## src/rtl/mem_defs.sv

```systemverilog
// Memory access encodings shared by the decoder and the load/store unit.
package mem_defs;

  localparam logic [3:0] MT_X  = 4'd0;
  localparam logic [3:0] MT_B  = 4'd1;
  localparam logic [3:0] MT_H  = 4'd2;
  localparam logic [3:0] MT_W  = 4'd3;
  localparam logic [3:0] MT_BU = 4'd4;
  localparam logic [3:0] MT_HU = 4'd5;

  localparam logic [1:0] M_X = 2'd0;
  localparam logic [1:0] M_R = 2'd1;
  localparam logic [1:0] M_W = 2'd2;

  typedef enum logic [1:0] {
    IDLE,
    REQ,
    WAIT,
    RESP
  } lsu_state_t;

  // Undefined codes are treated as illegal alongside the explicit X codes.
  function automatic logic illegal_req(
    input logic [3:0] mt,
    input logic [1:0] mw
  );
    logic bad_mw;
    logic bad_mt;
    bad_mw = (mw != M_R) && (mw != M_W);
    bad_mt = (mt == MT_X) || (mt > MT_HU);
    return bad_mw || bad_mt ||
           ((mw == M_W) && ((mt == MT_BU) || (mt == MT_HU)));
  endfunction

endpackage

```

## src/rtl/lsu_align.sv

```systemverilog
// Store lane steering, load extraction/extension and alignment check.
module lsu_align
  import mem_defs::*;
(
  input  logic [3:0]  st_type,
  input  logic [1:0]  st_lo,
  input  logic [31:0] store_data,
  input  logic [3:0]  ld_type,
  input  logic [1:0]  ld_lo,
  input  logic [31:0] rdata,
  output logic [31:0] wdata,
  output logic [3:0]  wstrb,
  output logic [31:0] load_data,
  output logic        misaligned
);

  logic [31:0] shifted;

  always_comb begin
    wdata = '0;
    wstrb = '0;
    case (st_type)
      MT_B: begin
        wdata = {4{store_data[7:0]}};
        wstrb = 4'b0001 << st_lo;
      end
      MT_H: begin
        wdata = {2{store_data[15:0]}};
        wstrb = 4'b0011 << {st_lo[1], 1'b0};
      end
      MT_W: begin
        wdata = store_data;
        wstrb = 4'b1111;
      end
      default: ;
    endcase
  end

  assign shifted = rdata >> {ld_lo, 3'b000};

  always_comb begin
    load_data = '0;
    case (ld_type)
      MT_B:  load_data = {{24{shifted[7]}}, shifted[7:0]};
      MT_BU: load_data = {24'd0, shifted[7:0]};
      MT_H:  load_data = {{16{shifted[15]}}, shifted[15:0]};
      MT_HU: load_data = {16'd0, shifted[15:0]};
      MT_W:  load_data = shifted;
      default: ;
    endcase
  end

  assign misaligned =
    (((st_type == MT_H) || (st_type == MT_HU)) && st_lo[0]) ||
    ((st_type == MT_W) && (st_lo != 2'b00));

endmodule

```

## src/rtl/load_store_unit.sv

```systemverilog
// Data-memory access unit: one aligned B/H/W access per request
// over a valid/ready bus, with fault classification.
module load_store_unit
  import mem_defs::*;
#(
  parameter int ADDR_WIDTH = 32
) (
  input  logic                  clk,
  input  logic                  rst,
  input  logic                  req_valid,
  output logic                  req_ready,
  input  logic [3:0]            memory_type,
  input  logic [1:0]            memory_write,
  input  logic [ADDR_WIDTH-1:0] addr,
  input  logic [31:0]           store_data,
  output logic                  resp_valid,
  output logic [31:0]           resp_data,
  output logic                  misaligned,
  output logic                  access_fault,
  output logic                  mem_req_valid,
  input  logic                  mem_req_ready,
  output logic                  mem_we,
  output logic [ADDR_WIDTH-1:0] mem_addr,
  output logic [31:0]           mem_wdata,
  output logic [3:0]            mem_wstrb,
  input  logic                  mem_resp_valid,
  input  logic [31:0]           mem_rdata
);

  lsu_state_t state, state_n;

  logic                  accept;
  logic                  capture;
  logic                  we_q;
  logic [3:0]            mt_q;
  logic [ADDR_WIDTH-1:0] addr_q;
  logic [31:0]           wdata_q;
  logic [3:0]            wstrb_q;
  logic [31:0]           data_q;
  logic                  mis_q;
  logic                  fault_q;

  logic [31:0] st_wdata;
  logic [3:0]  st_wstrb;
  logic [31:0] ld_data;
  logic        st_mis;
  logic        illegal;
  logic        is_wr;

  lsu_align u_align (
    .st_type    (memory_type),
    .st_lo      (addr[1:0]),
    .store_data (store_data),
    .ld_type    (mt_q),
    .ld_lo      (addr_q[1:0]),
    .rdata      (mem_rdata),
    .wdata      (st_wdata),
    .wstrb      (st_wstrb),
    .load_data  (ld_data),
    .misaligned (st_mis)
  );

  assign illegal = illegal_req(memory_type, memory_write);
  assign is_wr   = (memory_write == M_W);

  always_ff @(posedge clk or posedge rst) begin
    if (rst) state <= IDLE;
    else     state <= state_n;
  end

  always_comb begin
    state_n = state;
    accept  = 1'b0;
    capture = 1'b0;
    unique case (state)
      IDLE: if (req_valid) begin
        accept  = 1'b1;
        state_n = (illegal || st_mis) ? RESP : REQ;
      end
      REQ:  if (mem_req_ready) state_n = WAIT;
      WAIT: if (mem_resp_valid) begin
        capture = 1'b1;
        state_n = RESP;
      end
      RESP: state_n = IDLE;
      default: state_n = IDLE;
    endcase
  end

  // Bus fields are latched at accept so they stay stable while stalled.
  always_ff @(posedge clk or posedge rst) begin
    if (rst) begin
      we_q    <= 1'b0;
      mt_q    <= MT_X;
      addr_q  <= '0;
      wdata_q <= '0;
      wstrb_q <= '0;
      data_q  <= '0;
      mis_q   <= 1'b0;
      fault_q <= 1'b0;
    end else if (accept) begin
      we_q    <= is_wr;
      mt_q    <= memory_type;
      addr_q  <= addr;
      wdata_q <= is_wr ? st_wdata : 32'd0;
      wstrb_q <= is_wr ? st_wstrb : 4'd0;
      data_q  <= '0;
      mis_q   <= st_mis && !illegal;
      fault_q <= illegal;
    end else if (capture && !we_q) begin
      data_q  <= ld_data;
    end
  end

  assign req_ready     = (state == IDLE) && !rst;
  assign resp_valid    = (state == RESP);
  assign resp_data     = data_q;
  assign misaligned    = resp_valid && mis_q;
  assign access_fault  = resp_valid && fault_q;
  assign mem_req_valid = (state == REQ);
  assign mem_we        = we_q;
  assign mem_addr      = {addr_q[ADDR_WIDTH-1:2], 2'b00};
  assign mem_wdata     = wdata_q;
  assign mem_wstrb     = wstrb_q;

endmodule
```

## config.mk

```make
export PLATFORM = sky130hd
export DESIGN_NAME = load_store_unit
export DESIGN_NICKNAME = d
export VERILOG_FILES = /design/src/rtl/mem_defs.sv /design/src/rtl/lsu_align.sv /design/src/rtl/load_store_unit.sv
export SDC_FILE = /design/constraint.sdc
export NUM_CORES = 1
export LEC_CHECK = 0
export BUFFER_PORTS_ARGS = -buffer_cell sky130_fd_sc_hd__buf_4
export CORE_AREA = 4 4 109 111
export DETAILED_ROUTE_END_ITERATION = 7
export DIE_AREA = 0 0 113 115
export PLACE_DENSITY = 0.85
export SETUP_SLACK_MARGIN = 0.1
export SYNTH_ARGS = -nofsm -noshare
export SYNTH_HDL_FRONTEND = slang
export SYNTH_HIERARCHICAL = 1
export SYNTH_SLANG_ARGS = --single-unit
```

## constraint.sdc

```tcl
create_clock -name clk -period 9 [get_ports clk]
set_clock_uncertainty 0.2 [all_clocks]
set_input_delay 1.8 -clock clk [delete_from_list [all_inputs] [get_ports clk]]
set_output_delay 1.8 -clock clk [all_outputs]
set_load 0.02 [all_outputs]
```

==> reports/results.txt <==
Residual DRC -> 0
Row Count -> 38
Fin crit share -> 0.464
Post-Synth Simple-Gate Area -> 0.129
CTS root buf -> clkbuf_8
Layout cell share with drive strength beyond 1 -> 0.385
Clock tree sinks -> 109
Cell chain of the critical path -> buf_4, nor2b_1, buf_4
Number of nets with antenna violations after routing -> 0
RSZ-0062 raised after global routing -> no
Setup repair bufs after CTS -> 0
Routed via count -> 4,922
Slew headroom -> 0.170
CP startpoint kind -> primary input
Final instance area -> 0.00739 mm^2
XOR/XNOR Fraction of Synth Area -> 0
Pwr dens -> 289 mW/mm^2
NetSw -> 866 uW
Post-synthesis mux area share -> 0.137
Maximum vdd ir drop -> 0.297 mV
Main combinational cell family by area after synthesis -> compound AO/OA/AOI/OAI gates
Setup Viol. Count Final -> 0
Post-DR wirelength/cell -> 17.0 um
Area after DPL -> 0.00719 mm^2
Seq pwr share -> 0.368
Total track usage -> 0.233
CTS Buf Count -> 9
Total core area -> 0.0108 mm^2
Asr flop ratio synth -> 1.00
Final Hold Viols -> 0
Clock share of power -> 0.141
Die Width -> 113 um
Post-synthesis sequential area ratio -> 0.467
DRT Pass-1 Iters -> 4
CTS tree -> done
Port Buffers -> 210
Warning count from the yosys run -> 6
NumNets Final -> 859
Starting DRT DRC Count -> 373
Syn Std Cell Area -> 0.00584 mm^2
Gpl congestion -> 0.928
Fmax -> 240 MHz
Post-Synth Adder-Cell Area -> 0.0129
HP Class -> flop to flop
Complex-gate fraction of the synthesized area -> 0.166
Vias in the first global route -> 4,902
DIE HEIGHT -> 115 um
CP max stage cell -> buf_4
Cell mode on critical path -> buf_4
Filler cell count -> 822
Pin count of the biggest net entering global routing -> 115
Diode count -> 0
Distinct cells, synth -> 41
CP max FO -> 2
Internal power -> 1270 uW
FF+latch area -> 0.00273 mm^2
Crit path DAT -> 2.17 ns
First-pass GRT wire length -> 24.3 mm
Global route overflow -> 0
Switching share of power -> 0.405
Worst skew pair latency -> 0.38 ns
Crit end category -> output pin
Pleak -> 0.00365 uW
CP Class -> primary input to output pin
CP peak stage delay -> 0.15 ns
Initial Util -> 0.541
Die area -> 0.0130 mm^2
Outcome -> complete, no violations
Layout area overhead -> 26.5%
Register bit total from synthesis -> 109
Syn Inst Count -> 591
Max-cap violations -> 0
Cell family with most CP delay -> buffers and inverters
DR vias/cell -> 5.52
Minimum clock period -> 4.17 ns
Mapped Avg Cell Area -> 9.88 um^2
Worst slew pin tran -> 1.23 ns
CTS H-Tree Depth -> 3
Critical path required time -> 7.00 ns
Post-DP HPWL -> 11.3 mm
Reg clk slew, reported paths -> 0.10 ns
Resized Gates After CTS -> 0
Detailed Route WL -> 15.1 mm
Worst-case clock buffer depth -> 2
Hold buffer count at CTS -> 0
EDFF count, synth -> 0
Setup TNS -> 0 ns
Slew Limit Fails -> 0
Antenna violations before repair -> 0
Comb power frac -> 0.492
Area occupied by multi-input gates -> 0.00261 mm^2
Ys flop type -> dfrtp_1
Crit path buf inv count -> 2
Io pins -> 213
## placed cells by master, fill, tap and decap left out, drive strengths merged, types with 4 or more instances in the layout
master    n
a211oi   14
a21oi    12
a22o     32
a22oi     8
and2     10
buf     215
clkbuf   10
dfrtp   109
ha        6
inv      17
mux2     46
mux2i    26
nand2   102
nand3b    4
nor2     23
nor2b    14
o21ai    73
## layer usage
| layer | share of wire | GRT usage | wire, um | up-vias |
|---|---|---|---|---|
| li1 | - | - | - | 2329 |
| met1 | 0.41 | 0.310 | 6170 | 2352 |
| met2 | 0.50 | 0.376 | 7510 | 215 |
| met3 | 0.074 | 0.0647 | 1120 | 26 |
| met4 | 0.021 | 0.0689 | 325 | 0 |
| met5 | 0 | 0 | 0 | - |
## synthesized netlist by cell type, drive strengths merged (2+ instances only)
library cell  number  area share
nand2            102       0.066
o21a               3      0.0051
mux2              46       0.089
nor2              23       0.015
a31oi              2      0.0021
nor3b              2      0.0043
nand2b             2      0.0021
or2                2      0.0021
mux2i             26       0.045
a21o               2      0.0026
inv               16       0.010
a21oi             12       0.010
a211oi            14       0.018
and2              10       0.011
buf               57       0.068
ha                 6       0.013
a22o              32       0.048
a22oi              8       0.010
nor2b             14       0.015
dfrtp            109        0.47
clkbuf            15      0.0096
o21ai             73       0.064
nand3b             4      0.0051
## final timing paths
kind                                      start                        end  slack, ns  depth (start not counted)
setup / recovery                            rst                  req_ready       4.83                          3
hold / removal              fault_q$_DFFE_PP0P_        fault_q$_DFFE_PP0P_       0.29                          1
setup reg to reg           state[0]$_DFFE_PP0P_   resp_data[0]$_DFFE_PP0P_       6.22                          7
hold reg to reg             fault_q$_DFFE_PP0P_        fault_q$_DFFE_PP0P_       0.29                          1
max in group asynchronous                   rst  resp_data[22]$_DFFE_PP0P_       6.03                          3
min in group asynchronous                   rst      addr_q[8]$_DFFE_PP0P_       1.16                          2
## metrics by stage
step           hold WS [ns]  cells  utilization  power, uW  setup slack (ns)
2_1_floorplan         0.242    592            -       1550              4.13
3_3_place_gp          0.264    875        0.666       1810              4.82
3_5_place_dp          0.259    875        0.666       1840              4.83
4_1_cts               0.289    891        0.685       2150              4.82
5_1_grt               0.313    891        0.685       2260              4.80
6_report              0.288    891        0.685       2140              4.83
## kinds of logic (layout without fill, tap and decap cells)
family	Yosys count	after routing
mux	73	73
compound gates	150	150
flops	109	109
buf+inv	88	247
simple gates	164	164
fa+ha+maj	6	6
other cells	1	2
## layout make-up
type,instances,share of cell area
repair buffers,215,0.218
well taps,140,0.0237
multi-input cells,395,0.353
clock inverters,6,0.00830
flip-flops and latches,109,0.369
inverters,16,0.00847
clock buffers,10,0.0186
## power by group through the flow
| stage | sequential [uW] | clock, uW | combinational [uW] |
|---|---|---|---|
| 2_1_floorplan | 851 | 0 | 698 |
| 5_1_grt | 809 | 333 | 1120 |
| 6_report | 785 | 300 | 1050 |
| 3_5_place_dp | 795 | 0 | 1050 |
| 3_3_place_gp | 785 | 0 | 1020 |
| 4_1_cts | 785 | 311 | 1050 |
## flip-flops by register name, indices dropped and copies added (netlist names)
signal and count:
addr_q 32, state 2, resp_data 32, mis_q 1, mem_wdata 32, mem_we 1
mt_q 4, mem_wstrb 4, fault_q 1
No activity file was read; power rests on OpenSTA's default activity.
